**config.mk**
```make
export PLATFORM = sky130hd
export DESIGN_NAME = axil_req_master_flat
export DESIGN_NICKNAME = d
export VERILOG_FILES = /design/src/rtl/axil_req_master_if.sv /design/src/rtl/axil_req_master.sv /design/src/flat_wrapper.sv
export SDC_FILE = /design/constraint.sdc
export NUM_CORES = 1
export LEC_CHECK = 0
export ABC_CLOCK_PERIOD_IN_PS = 2250
export CAP_MARGIN = 10
export CORE_MARGIN = 5
export CORE_UTILIZATION = 43
export DETAILED_ROUTE_END_ITERATION = 8
export PLACE_DENSITY_LB_ADDON = 0.2
export SLEW_MARGIN = 20
export SYNTH_ARGS = -nofsm -noshare
export SYNTH_HDL_FRONTEND = slang
export SYNTH_SLANG_ARGS = --single-unit
```
**constraint.sdc**
```tcl
create_clock -name aclk -period 2.25 [get_ports aclk]
set_clock_uncertainty 0.15 [all_clocks]
set_input_delay 0.3375 -clock aclk [delete_from_list [all_inputs] [get_ports aclk]]
set_output_delay 0.3375 -clock aclk [all_outputs]
set_load 0.05 [all_outputs]
```
**src/rtl/axil_req_master_if.sv**
```systemverilog
// AXI4-Lite signal bundle (32-bit data) with master and slave views.
interface axi4_lite_if #(
    parameter int ADDR_W = 32
);
    logic              awvalid;
    logic              awready;
    logic [ADDR_W-1:0] awaddr;
    logic [2:0]        awprot;
    logic              wvalid;
    logic              wready;
    logic [31:0]       wdata;
    logic [3:0]        wstrb;
    logic              bvalid;
    logic              bready;
    logic [1:0]        bresp;
    logic              arvalid;
    logic              arready;
    logic [ADDR_W-1:0] araddr;
    logic [2:0]        arprot;
    logic              rvalid;
    logic              rready;
    logic [31:0]       rdata;
    logic [1:0]        rresp;

    modport m (
        output awvalid, awaddr, awprot, input awready,
        output wvalid, wdata, wstrb, input wready,
        input bvalid, bresp, output bready,
        output arvalid, araddr, arprot, input arready,
        input rvalid, rdata, rresp, output rready
    );

    modport s (
        input awvalid, awaddr, awprot, output awready,
        input wvalid, wdata, wstrb, output wready,
        output bvalid, bresp, input bready,
        input arvalid, araddr, arprot, output arready,
        output rvalid, rdata, rresp, input rready
    );
endinterface

```
**src/rtl/axil_req_master.sv**
```systemverilog
// Single-outstanding AXI4-Lite master: one request in, one response out,
// with a per-transaction watchdog that aborts and drains a hung slave.
module axil_req_master #(
    parameter int ADDR_W  = 32,
    parameter int TIMEOUT = 1024
) (
    input  logic              aclk,
    input  logic              aresetn,
    input  logic              req_valid,
    output logic              req_ready,
    input  logic              req_write,
    input  logic [ADDR_W-1:0] req_addr,
    input  logic [31:0]       req_wdata,
    input  logic [3:0]        req_wstrb,
    output logic              rsp_valid,
    output logic [31:0]       rsp_rdata,
    output logic [1:0]        rsp_resp,
    output logic              rsp_timeout,
    axi4_lite_if.m            axi
);
    localparam int CW = (TIMEOUT > 0) ? $clog2(TIMEOUT + 1) : 1;

    typedef enum logic [2:0] {
        IDLE, WADDR_DATA, WRESP, RADDR, RDATA, DRAIN
    } state_t;

    state_t            state;
    logic              awvalid_q, wvalid_q, bready_q, arvalid_q, rready_q;
    logic [ADDR_W-1:0] awaddr_q, araddr_q, addr_al;
    logic [31:0]       wdata_q;
    logic [3:0]        wstrb_q;
    logic              drain_wr;
    logic [CW-1:0]     cnt;
    logic              accept, busy, expire, tmo_fire;
    logic              aw_hs, w_hs, b_hs, ar_hs, r_hs;
    logic              aw_left, w_left, ar_left;

    assign axi.awvalid = awvalid_q;
    assign axi.awaddr  = awaddr_q;
    assign axi.awprot  = '0;
    assign axi.wvalid  = wvalid_q;
    assign axi.wdata   = wdata_q;
    assign axi.wstrb   = wstrb_q;
    assign axi.bready  = bready_q;
    assign axi.arvalid = arvalid_q;
    assign axi.araddr  = araddr_q;
    assign axi.arprot  = '0;
    assign axi.rready  = rready_q;

    // Handshake decode, word alignment and watchdog expiry.
    always_comb begin
        addr_al  = req_addr & ~ADDR_W'(3);
        accept   = (state == IDLE) && req_ready && req_valid;
        busy     = (state != IDLE) && (state != DRAIN);
        aw_hs    = awvalid_q && axi.awready;
        w_hs     = wvalid_q && axi.wready;
        b_hs     = bready_q && axi.bvalid;
        ar_hs    = arvalid_q && axi.arready;
        r_hs     = rready_q && axi.rvalid;
        aw_left  = awvalid_q && !axi.awready;
        w_left   = wvalid_q && !axi.wready;
        ar_left  = arvalid_q && !axi.arready;
        expire   = 1'b0;
        if (TIMEOUT != 0 && busy) begin
            expire = (int'(cnt) >= TIMEOUT - 1);
        end
        // A completing response in the expiry cycle takes precedence.
        tmo_fire = expire && !((state == WRESP) && b_hs) && !((state == RDATA) && r_hs);
    end

    // Watchdog counter; the accept cycle counts as the first elapsed cycle,
    // so expiry lands exactly TIMEOUT cycles after accept.
    always_ff @(posedge aclk or negedge aresetn) begin
        if (!aresetn) begin
            cnt <= '0;
        end else if (TIMEOUT == 0) begin
            cnt <= '0;
        end else if (accept) begin
            cnt <= CW'(1);
        end else if (busy) begin
            cnt <= cnt + CW'(1);
        end
    end

    // Transaction FSM with registered AXI and response outputs.
    always_ff @(posedge aclk or negedge aresetn) begin
        if (!aresetn) begin
            state       <= IDLE;
            req_ready   <= 1'b1;
            rsp_valid   <= 1'b0;
            rsp_rdata   <= '0;
            rsp_resp    <= '0;
            rsp_timeout <= 1'b0;
            awvalid_q   <= 1'b0;
            wvalid_q    <= 1'b0;
            bready_q    <= 1'b0;
            arvalid_q   <= 1'b0;
            rready_q    <= 1'b0;
            awaddr_q    <= '0;
            araddr_q    <= '0;
            wdata_q     <= '0;
            wstrb_q     <= '0;
            drain_wr    <= 1'b0;
        end else begin
            rsp_valid <= 1'b0;
            if (tmo_fire) begin
                rsp_valid   <= 1'b1;
                rsp_resp    <= 2'b11;
                rsp_rdata   <= '0;
                rsp_timeout <= 1'b1;
            end
            case (state)
                IDLE: begin
                    if (accept) begin
                        req_ready <= 1'b0;
                        drain_wr  <= req_write;
                        if (req_write) begin
                            awaddr_q  <= addr_al;
                            wdata_q   <= req_wdata;
                            wstrb_q   <= req_wstrb;
                            awvalid_q <= 1'b1;
                            wvalid_q  <= 1'b1;
                            state     <= WADDR_DATA;
                        end else begin
                            araddr_q  <= addr_al;
                            arvalid_q <= 1'b1;
                            state     <= RADDR;
                        end
                    end else begin
                        req_ready <= 1'b1;
                    end
                end
                WADDR_DATA: begin
                    if (aw_hs) awvalid_q <= 1'b0;
                    if (w_hs) wvalid_q <= 1'b0;
                    if (tmo_fire) begin
                        state <= DRAIN;
                    end else if (!aw_left && !w_left) begin
                        bready_q <= 1'b1;
                        state    <= WRESP;
                    end
                end
                WRESP: begin
                    if (b_hs) begin
                        bready_q    <= 1'b0;
                        rsp_valid   <= 1'b1;
                        rsp_resp    <= axi.bresp;
                        rsp_rdata   <= '0;
                        rsp_timeout <= 1'b0;
                        state       <= IDLE;
                    end else if (tmo_fire) begin
                        state <= DRAIN;
                    end
                end
                RADDR: begin
                    if (ar_hs) begin
                        arvalid_q <= 1'b0;
                        rready_q  <= 1'b1;
                    end
                    if (tmo_fire) begin
                        state <= DRAIN;
                    end else if (ar_hs) begin
                        state <= RDATA;
                    end
                end
                RDATA: begin
                    if (r_hs) begin
                        rready_q    <= 1'b0;
                        rsp_valid   <= 1'b1;
                        rsp_resp    <= axi.rresp;
                        rsp_rdata   <= axi.rdata;
                        rsp_timeout <= 1'b0;
                        state       <= IDLE;
                    end else if (tmo_fire) begin
                        state <= DRAIN;
                    end
                end
                DRAIN: begin
                    // Finish every channel of the aborted transaction, discarding the response.
                    if (aw_hs) awvalid_q <= 1'b0;
                    if (w_hs) wvalid_q <= 1'b0;
                    if (ar_hs) arvalid_q <= 1'b0;
                    if (drain_wr) begin
                        if (b_hs) begin
                            bready_q  <= 1'b0;
                            req_ready <= 1'b1;
                            state     <= IDLE;
                        end else if (!aw_left && !w_left) begin
                            bready_q <= 1'b1;
                        end
                    end else begin
                        if (r_hs) begin
                            rready_q  <= 1'b0;
                            req_ready <= 1'b1;
                            state     <= IDLE;
                        end else if (!ar_left) begin
                            rready_q <= 1'b1;
                        end
                    end
                end
                default: state <= IDLE;
            endcase
        end
    end
endmodule

```
**src/flat_wrapper.sv**
```systemverilog
// flat-port wrapper written by rule: the top's interface ports become plain ports
module axil_req_master_flat 
#(
    parameter int ADDR_W  = 32,
    parameter int TIMEOUT = 1024
)
  (aclk, aresetn, req_valid, req_ready, req_write, req_addr, req_wdata, req_wstrb, rsp_valid, rsp_rdata, rsp_resp, rsp_timeout, axi_awvalid, axi_awaddr, axi_awprot, axi_awready, axi_wvalid, axi_wdata, axi_wstrb, axi_wready, axi_bvalid, axi_bresp, axi_bready, axi_arvalid, axi_araddr, axi_arprot, axi_arready, axi_rvalid, axi_rdata, axi_rresp, axi_rready);
  axi4_lite_if #(.ADDR_W(ADDR_W)) axi_i ();
  input  logic aclk;
  input  logic aresetn;
  input  logic req_valid;
  output logic req_ready;
  input  logic req_write;
  input  logic [ADDR_W-1:0] req_addr;
  input  logic [31:0] req_wdata;
  input  logic [3:0] req_wstrb;
  output logic rsp_valid;
  output logic [31:0] rsp_rdata;
  output logic [1:0] rsp_resp;
  output logic rsp_timeout;
  output wire logic [$bits(axi_i.awvalid)-1:0] axi_awvalid;
  output wire logic [$bits(axi_i.awaddr)-1:0] axi_awaddr;
  output wire logic [$bits(axi_i.awprot)-1:0] axi_awprot;
  input wire logic [$bits(axi_i.awready)-1:0] axi_awready;
  output wire logic [$bits(axi_i.wvalid)-1:0] axi_wvalid;
  output wire logic [$bits(axi_i.wdata)-1:0] axi_wdata;
  output wire logic [$bits(axi_i.wstrb)-1:0] axi_wstrb;
  input wire logic [$bits(axi_i.wready)-1:0] axi_wready;
  input wire logic [$bits(axi_i.bvalid)-1:0] axi_bvalid;
  input wire logic [$bits(axi_i.bresp)-1:0] axi_bresp;
  output wire logic [$bits(axi_i.bready)-1:0] axi_bready;
  output wire logic [$bits(axi_i.arvalid)-1:0] axi_arvalid;
  output wire logic [$bits(axi_i.araddr)-1:0] axi_araddr;
  output wire logic [$bits(axi_i.arprot)-1:0] axi_arprot;
  input wire logic [$bits(axi_i.arready)-1:0] axi_arready;
  input wire logic [$bits(axi_i.rvalid)-1:0] axi_rvalid;
  input wire logic [$bits(axi_i.rdata)-1:0] axi_rdata;
  input wire logic [$bits(axi_i.rresp)-1:0] axi_rresp;
  output wire logic [$bits(axi_i.rready)-1:0] axi_rready;
  assign axi_awvalid = axi_i.awvalid;
  assign axi_awaddr = axi_i.awaddr;
  assign axi_awprot = axi_i.awprot;
  assign axi_i.awready = axi_awready;
  assign axi_wvalid = axi_i.wvalid;
  assign axi_wdata = axi_i.wdata;
  assign axi_wstrb = axi_i.wstrb;
  assign axi_i.wready = axi_wready;
  assign axi_i.bvalid = axi_bvalid;
  assign axi_i.bresp = axi_bresp;
  assign axi_bready = axi_i.bready;
  assign axi_arvalid = axi_i.arvalid;
  assign axi_araddr = axi_i.araddr;
  assign axi_arprot = axi_i.arprot;
  assign axi_i.arready = axi_arready;
  assign axi_i.rvalid = axi_rvalid;
  assign axi_i.rdata = axi_rdata;
  assign axi_i.rresp = axi_rresp;
  assign axi_rready = axi_i.rready;
  axil_req_master #(.ADDR_W(ADDR_W), .TIMEOUT(TIMEOUT)) u_core (.aclk(aclk), .aresetn(aresetn), .req_valid(req_valid), .req_ready(req_ready), .req_write(req_write), .req_addr(req_addr), .req_wdata(req_wdata), .req_wstrb(req_wstrb), .rsp_valid(rsp_valid), .rsp_rdata(rsp_rdata), .rsp_resp(rsp_resp), .rsp_timeout(rsp_timeout), .axi(axi_i));
endmodule
```
==> After elaboration in Yosys (flattened, before gate mapping) <==
Index checks and enable logic that the tools add are counted.
{ "word_totals": {"regBits": 153, "output_inout_bits": 148} }
{ "classes": {"n_addsub": 1, "n_lt_le_gt_ge": 1, "eq_ne": 23, "n_mux": 59, "bitwise_logic": 1, "n_reduce_logical": 43} }
{ "ops": {"columns": ["cell", "n"], "rows": [
  ["$mux 32", 3],
  ["$pmux 32 s2", 1],
  ["$mux 3", 11],
  ["$mux 1", 28],
  ["$mux 11", 2],
  ["$pmux 3 s6", 1],
  ["$logic_and 1x1->1", 16],
  ["$ne 2x1->1 const B", 8],
  ["$reduce_and 4->1", 4],
  ["$pmux 1 s2", 6],
  ["$add 11x1->11 const B", 1],
  ["$ge 11x10->1 const B", 1],
  ["$reduce_and 5->1", 2],
  ["$ne 3x1->1 const B", 3],
  ["$reduce_and 3->1", 3],
  ["$reduce_bool 3->1", 3],
  ["$mux 2", 4],
  ["$ne 2x2->1 const B", 4],
  ["$reduce_bool 2->1", 4],
  ["$logic_not 1->1", 7],
  ["$eq 3x2->1 const B", 2],
  ["$eq 3x3->1 const B", 2],
  ["$ne 3x3->1 const B", 2],
  ["$pmux 1 s3", 2],
  ["7 further kinds", 8]
]} }

==> Depth between registers and ports, before layout <==
Gate-level depths: netlist of the first run.
{ "depth": {"word_depth": 8, "depth_mapped": 7} }

==> Least setup slack after synthesis of the first run <==
Ideal clock, no wire load.
{ "synth_timing": {"kind": "register to register", "from": "reg u_core.req_ready", "to": "reg u_core.araddr_q[14] (netlist: u_core.axi.araddr[14])", "setup_time_ns": 0.125, "t_arrival_ns": 1.815, "required_ns": 1.975, "slack_ns": 0.160, "stages_incl_launch_ff": 5, "synth_period_minus_slack_ns": 2.090, "cell_sequence": "dfstp_2 nand2_1 nor3_4 buf_2 mux2_2"} }
{ "synth_between": {"elab_chain_cells": 3} }
{ "synth_lines": {"columns": ["element", "line_no", "rtl"], "rows": [
  ["from (decl)", "axil_req_master.sv:10", "output logic req_ready,"],
  ["from (signal assigned)", "axil_req_master.sv:89", "req_ready <= 1'b1;"],
  ["from (signal assigned)", "axil_req_master.sv:115", "req_ready <= 1'b0;"],
  ["from (signal assigned)", "axil_req_master.sv:130", "req_ready <= 1'b1;"],
  ["$logic_and 1x1->1 (2 in series)", "axil_req_master.sv:53", "accept = (state == IDLE) && req_ready && req_valid;"],
  ["$reduce_and 3->1 (no source line)", null, null],
  ["to (signal assigned)", "axil_req_master.sv:125", "araddr_q <= addr_al;"],
  ["to (decl)", "axil_req_master.sv:29", "logic [ADDR_W-1:0] awaddr_q, araddr_q, addr_al;"]
]} }
Every way passes these cells.
A chain may end at the register's enable or synchronous reset.

==> Worst setup path after layout of the first run <==
{ "layout_timing": {"from": "reg u_core.bready_q (netlist: u_core.axi.bready)", "to": "out axi_bready"} }
{ "layout_rtl": {"columns": ["element", "line_no", "rtl"], "rows": [
  ["from (decl)", "axil_req_master.sv:28", "logic awvalid_q, wvalid_q, bready_q, arvalid_q, rready_q;"],
  ["from (signal assigned)", "axil_req_master.sv:96", "bready_q <= 1'b0;"],
  ["from (signal assigned)", "axil_req_master.sv:139", "bready_q <= 1'b1;"],
  ["from (signal assigned)", "axil_req_master.sv:145", "bready_q <= 1'b0;"],
  ["to (decl)", "flat_wrapper.sv:31", "output wire logic [$bits(axi_i.bready)-1:0] axi_bready;"]
]} }
No word-level cell between the ends.

==> results.md, run 1 <==
- Crit-path cells: clkdlybuf4s50_1
- Initial antenna violation count: 0
- Fmax: 0.4572 GHz
- Num CTS Buffers: 17
- Nets: 815
- Routed WL per cell: 19.26 um
- CP endpoint kind: primary output
- DP HPWL: 12650 um
- Net Sw Frac: 0.4593
- Vias in the first global route: 5037
- Clock power frac: 0.170
- Worst path required time: 1760 ps
- Critical setup path kind: flip-flop to primary output
- Vias: 4641
- Setup WS post-layout: 62.87 ps
- First-pass GRT wire length: 26920 um
- EDFF count, synth: 0
- CTS Buffer Depth: 2
- CP top delay family: buffers and inverters
- Post-CTS setup repair buffer count: 0
- Crit path time final: 2187 ps
- CORE AREA: 14420 um2
- Initial core utilization: 0.4342
- Mapped cell area: 6264 um2
- Tightest Pin Transition: 608.3 ps
- Detailed Routing Iterations Pass 1: 4
- CTS sink count: 153
- Buf+Inv Stages, Crit Path: 1
- Synth area leader: dfrtp_1
- DIE AREA: 17080 um2
- CP max stage delay: 840 ps
- Ys flop type: dfrtp_1
- Synth top area share: 0.6073
- Clock transition at path regs: 60 ps
- Total of max-cap violations: 0
- Area grow syn2layout: 53.74%
- Crit-path max FO: 6
- Final slew viol count: 0
- Routed Antenna Nets: 0
- Share of layout cells above drive strength 1: 0.2171
- Final WL: 17290 um
- CP max-delay cell: clkdlybuf4s50_1
- CTS root buf: clkbuf_16
- Post-synthesis sequential area ratio: 0.6115
- Maximum vdd drop: 1.081 mV
- Async set-reset flop share out of synthesis: 1.000
- Hold Worst Slack: 299.9 ps
- Net switching power: 0.008082 W
- GRT Util Overall: 0.2056
- Ys Warns: 0
- Htree depth: 4
- Worst min-delay path class: primary input to async pin
- Synth top area cells: dfrtp_1, mux2_2, a22o_1
- DRC: 0
- Vias/cell: 5.168
- Final Hold Vio Count: 0
- Dpl cells: 865
- Worst Path Arrival: 1700 ps
- # diodes: 0
- Final Cycle Share: 0.9721
- Flop pwr share: 0.273
- Setup crit start kind: flip-flop
- IO Port Bufs: 248
- Die height: 130.7 um
- Setup-failing EPs final: 0
- CTS tree: built
- Die W: 130.7 um
- RSZ-0062 raised after global routing: no
- Yosys reg bits: 153
- Slew headroom: 0.5941
- Status: finished, final reports clean
- Mean Syn Cell Area: 14.14 um2
- Worst-skew pair later-pin latency: 410 ps
- Netlist cell types: 52
- Global route total overflow: 0
- Gate Count Post-Synth: 443
- Power share of the combinational group: 0.557
- GP Congestion: 0.8349
- Largest net degree at the start of global routing: 55
- Pre-CTS setup slack: 71.95 ps
- Internal power: 0.009515 W
- Cell Rows: 44
- Static Leak: 4.197 nW
- Setup TNS: 0 ps
- DRT iter0 DRCs: 146
- Pwr Density: 1828 nW/um2
- IO Count: 261
- Post-route insts no fill: 898
## synthesized netlist by cell type, drive strengths merged, types with 2 or more instances
library cell  number
mux2              97
nand2b             2
a22o              32
buf               28
inv                7
nand2             12
a22oi              3
a21oi             15
nor2b              3
nor3               2
o31a               2
clkbuf             6
o2111ai            4
nor2              16
o221a              2
o22ai              4
xor2               4
dfrtp            152
nand3b             2
or3                7
nand3              7
o211ai             2
o21ai             14
## state kept, by name, indices dropped and copies added (netlist names)
name / flops
u_core.rsp_timeout: 1
u_core.rsp_rdata: 32
u_core.drain_wr: 1
u_core.axi.wstrb: 4
u_core.req_ready: 1
u_core.axi.awvalid: 1
u_core.axi.rready: 1
u_core.axi.bready: 1
u_core.rsp_resp: 2
u_core.axi.wvalid: 1
u_core.axi.awaddr: 30
u_core.axi.arvalid: 1
u_core.axi.araddr: 30
u_core.state: 3
u_core.rsp_valid: 1
u_core.cnt: 11
u_core.axi.wdata: 32
## through the flow
stage                       util  total power, W  cell area (um2)
after global routing      0.6676         0.01840             9629
after global placement    0.6234         0.01449             8991
final                     0.6676         0.01760             9629
after detailed placement  0.6234         0.01468             8991
after floorplan                -         0.01122             6297
after CTS                 0.6676         0.01778             9629
## cell type report
cell class                 count  area [um2]
clock buffer                  21       470.5
clock inverter                11       158.9
fill                        1039        4795
inverter                       7       26.28
multi-input combinational    258        2236
sequential                   153        3830
tap                          184       230.2
timing repair buffer         264        2678
## path summary, 6_finish.rpt
path                                            from                    to  slack, ps  depth (start not counted)
worst max-delay path               u_core.axi.bready            axi_bready         60                          1
min in group aclk               u_core.rsp_rdata[19]  u_core.rsp_rdata[19]        350                          1
max in group asynchronous                    aresetn  u_core.rsp_rdata[19]        950                          3
worst min register to register  u_core.rsp_rdata[19]  u_core.rsp_rdata[19]        350                          1
worst max register to register       u_core.state[2]         u_core.cnt[7]        160                          5
worst min-delay path                         aresetn   u_core.axi.wdata[5]        300                          2
## metal layers
metal / GRT usage / vias up / wire length [um] / part of all wire
met5: 0 / - / 0 / 0
met4: 0.06776 / 0 / 286 / 0.017
met3: 0.1049 / 24 / 1981 / 0.11
met2: 0.3323 / 201 / 8494 / 0.49
met1: 0.2384 / 2306 / 6529 / 0.38
li1: - / 2110 / - / -
## cells by family (layout without fill, tap and decap cells)
family / Yosys count / count (layout) / synth area share
fa+ha+maj: 1 / 1 / 0.001997
simple gates: 57 / 57 / 0.05094
mux: 97 / 97 / 0.1852
flops: 153 / 153 / 0.6115
other cells: 1 / 10 / 0.0005987
xor+xnor: 5 / 5 / 0.006991
compound gates: 88 / 88 / 0.1055
buf+inv: 41 / 303 / 0.03735
## power groups by stage
| stage | logic, W | registers [W] | clock network, W |
|---|---|---|---|
| after floorplan | 0.00223 | 0.00900 | 0 |
| after global placement | 0.00974 | 0.00475 | 0 |
| after detailed placement | 0.00984 | 0.00484 | 0 |
| after CTS | 0.00988 | 0.00482 | 0.00308 |
| after global routing | 0.0102 | 0.00498 | 0.00319 |
| final | 0.00980 | 0.00481 | 0.00300 |
## cells in the final DEF, fill, tap and decap left out, drive strengths merged, types with 4 or more instances in the layout
master         synthesis  final
nor2                  16     16
xor2                   4      4
clkbuf                 6     21
o21ai                 14     14
clkdlybuf4s50          0    245
dfrtp                152    152
nand3                  7      7
o22ai                  4      4
a22o                  32     32
conb                   1     10
or3                    7      7
a21oi                 15     15
mux2                  97     97
nand2                 12     12
buf                   28     17
inv                    7     10
o2111ai                4      4
## timing repair
action                                 in CTS  in global routing
setup endpoints to repair                   1                  0
endpoints found under the hold margin      49                  0
hold buffers                                1                  0
resized for setup                           1                  0
(Power assumes the default switching activity.)
==> inputs of run 2 (changes only) <==
--- a/config.mk
+++ b/config.mk
@@ -11,7 +11,6 @@
 export CORE_UTILIZATION = 43
 export DETAILED_ROUTE_END_ITERATION = 8
 export PLACE_DENSITY_LB_ADDON = 0.2
-export SLEW_MARGIN = 20
 export SYNTH_ARGS = -nofsm -noshare
 export SYNTH_HDL_FRONTEND = slang
 export SYNTH_SLANG_ARGS = --single-unit
==> results of run 2 <==
Same layout as run 1: the final DEF is identical, and so are final timing and power.
==> inputs of run 3 (changes only) <==
--- a/config.mk
+++ b/config.mk
@@ -5,6 +5,7 @@
 export SDC_FILE = /design/constraint.sdc
 export NUM_CORES = 1
 export LEC_CHECK = 0
+export ABC_AREA = 1
 export ABC_CLOCK_PERIOD_IN_PS = 2250
 export CAP_MARGIN = 10
 export CORE_MARGIN = 5
==> run 3 against run 2 <==
Sequential cell count stayed put. Synthesized area grew 3.4%. Worst hold slack better by 19 ps. Utilization grew 0.79 points. Critical endpoint is now axi_awaddr[12]. Largest power group unchanged.
==> results.md, run 3 <==
- Cell Rows: 44 (unchanged)
- Initial core utilization: 0.4422 (+0.007909)
- Ys Warns: 0 (unchanged)
- CTS tree: built
- Gate Count Post-Synth: 656 (+48%)
- Final WL: 18020 um (+4.2%)
- EDFF count, synth: 0 (unchanged)
- Worst min-delay path class: primary input to async pin
- Global route total overflow: 0 (unchanged)
- # diodes: 0 (unchanged)
- Dpl cell area: 9249 um2 (+2.9%)
- CORE AREA: 14640 um2 (+1.5%)
- Async set-reset flop share out of synthesis: 1.000 (unchanged)
- Setup-failing EPs final: 0 (unchanged)
- DRC: 0 (unchanged)
- Critical setup path kind: flip-flop to primary output
- CP max-delay cell: clkdlybuf4s50_1
- Routed Antenna Nets: 0 (unchanged)
- Synth top area share: 0.5874 (-0.01983)
- Initial antenna violation count: 0 (unchanged)
- Vias in the first global route: 5738 (+14%)
- Hold Worst Slack: 318.9 ps (+18.98 ps)
- Buf+Inv Stages, Crit Path: 1 (unchanged)
- Maximum vdd drop: 1.162 mV (+7.5%)
- Area grow syn2layout: 52.77%
- DP HPWL: 13510 um (+6.8%)
- Htree depth: 4 (unchanged)
- Crit-path max FO: 2 (-4)
- Status: finished, final reports clean
- Tightest Pin Transition: 610.5 ps (+2.235 ps)
- Fin area: 9892 um2 (+2.7%)
- Share of layout cells above drive strength 1: 0.1484 (-0.06870)
- GRT Util Overall: 0.2098 (+0.004190)
- Final core area utilization: 0.6755 (+0.007904)
- Dpl cells: 1081 (+25%)
- CTS root buf: clkbuf_16
- Commonest cells in the synthesized netlist: dfrtp_1, nand2_1, inv_1
- Vias: 5333 (+15%)
- CP max stage delay: 880 ps (+40 ps)
- CP endpoint kind: primary output
- Synth top area cells: dfrtp_1, nand2_1, o21ai_0
- Die W: 132.7 um (+1.5%)
- Yosys reg bits: 153 (unchanged)
- Detailed Routing Iterations Pass 1: 6 (+2)
- Die height: 132.7 um (+1.5%)
- Worst path required time: 1760 ps (about the same)
- Num CTS Buffers: 17 (unchanged)
- Setup crit start kind: flip-flop
- Crit-path cells: clkdlybuf4s50_1
- CTS sink count: 153 (unchanged)
- Netlist cell types: 30 (-42%)
- Setup TNS: 0 ps (unchanged)
- GP Congestion: 0.8425 (+0.91%)
- CTS Buffer Depth: 2 (unchanged)
- IO Port Bufs: 248 (unchanged)
- Most frequent cell after synthesis: dfrtp_1
- Worst-skew pair later-pin latency: 410 ps (about the same)
- Slew headroom: 0.5930 (-0.001079)
- Final slew viol count: 0 (unchanged)
- Worst Path Arrival: 1660 ps (-40 ps)
- Synth area leader: dfrtp_1
- First-pass GRT wire length: 29630 um (+10%)
- Final Hold Vio Count: 0 (unchanged)
- Final Cycle Share: 0.9542 (-0.01782)
- Vias/cell: 4.787 (-7.4%)
- DRT iter0 DRCs: 216 (+48%)
- Total of max-cap violations: 0 (unchanged)
- Largest net degree at the start of global routing: 64 (+16%)
- Most frequent cells in the layout: clkdlybuf4s50_1, dfrtp_1, nand2_1
- Post-route insts no fill: 1114 (+24%)
- Post-synthesis sequential area ratio: 0.5915 (-0.01997)
- DIE AREA: 17610 um2 (+3.1%)
- Mapped cell area: 6475 um2 (+3.4%)
- Static Leak: 4.605 nW (+9.7%)
- Clock transition at path regs: 60 ps (about the same)
- Fmax: 0.4658 GHz (+1.9%)
- Register Area: 3830 um2 (unchanged)
- RSZ-0062 raised after global routing: no
- Crit path time final: 2147 ps (-40.09 ps)
- Nets: 1031 (+27%)
- Routed WL per cell: 16.18 um (-16%)
- Pwr Density: 1699 nW/um2 (-7.0%)
- Multi-input gate area: 2137 um2 (-4.4%)
- Post-CTS setup repair buffer count: 0 (unchanged)
- CP top delay family: buffers and inverters
- Fillers: 1112 (+7.0%)
- Mean Syn Cell Area: 9.870 um2 (-30%)
- Ys flop type: dfrtp_1
- IO Count: 261 (unchanged)
- Most common cell after layout, fill and taps aside: clkdlybuf4s50_1
[run 3: per-layer routing]
metal	up-vias	wire length, um	GRT usage
li1	2607	-	-
met1	2508	6841	0.2342
met2	195	8961	0.3554
met3	23	1897	0.1010
met4	0	318	0.06524
met5	-	0	0
[run 3: repair_timing]
action                                  4_1_cts  5_1_grt
endpoints found under the setup margin        1        0
endpoints found under the hold margin        57        0
resized for setup                             1        0
hold buffers                                  1        0
[run 3: power by group]
| part | internal [W] | switching, W | total, W | leakage [nW] |
|---|---|---|---|---|
| registers | 0.00396 | 0.000703 | 0.00466 | 1.92 |
| logic | 0.00305 | 0.00605 | 0.00910 | 2.37 |
| clock network | 0.00190 | 0.00115 | 0.00305 | 0.312 |
[run 3: cell families after synthesis]
logic type	synth area share
mux	0.06261
compound gates	0.1212
other cells	0.0005792
buf+inv	0.08522
fa+ha+maj	0.001932
flops	0.5915
simple gates	0.1370
[run 3: layout make-up]
type / count / share of cell area
sequential: 153 / 0.3872
timing repair buffer: 269 / 0.2745
multi-input combinational: 384 / 0.2160
clock buffer: 19 / 0.04478
inverter: 92 / 0.03491
tap: 184 / 0.02327
clock inverter: 13 / 0.01935
[run 3: per-stage QoR]
stage          setup WS [ps]  power, W
6_report               103.0   0.01681
5_1_grt                68.91   0.01768
4_1_cts                81.96   0.01697
3_5_place_dp           82.93   0.01384
3_3_place_gp           126.4   0.01367
2_1_floorplan          343.5   0.01053
[run 3: worst register-to-register path: cells and delay by family, from the launching register on]
family	cells	cell delay, ps
AND/OR/NAND/NOR	6	770
flip-flops	1	400
buffers and inverters	1	210
adder cells (fa/ha/maj)	1	200
AO/OA/AOI/OAI	1	160
[run 3: worst paths after layout]
kind / startpoint / end / slack, ps / cells past startpoint
worst max-delay path: u_core.axi.awaddr[12] / axi_awaddr[12] / 100 / 1
max in group asynchronous: aresetn / u_core.axi.awaddr[3] / 950 / 3
worst min-delay path: aresetn / u_core.cnt[5] / 320 / 2
worst max register to register: u_core.cnt[1] / u_core.rsp_rdata[1] / 270 / 9
worst min register to register: u_core.axi.araddr[30] / u_core.axi.araddr[30] / 330 / 2
min in group aclk: u_core.axi.araddr[30] / u_core.axi.araddr[30] / 330 / 2
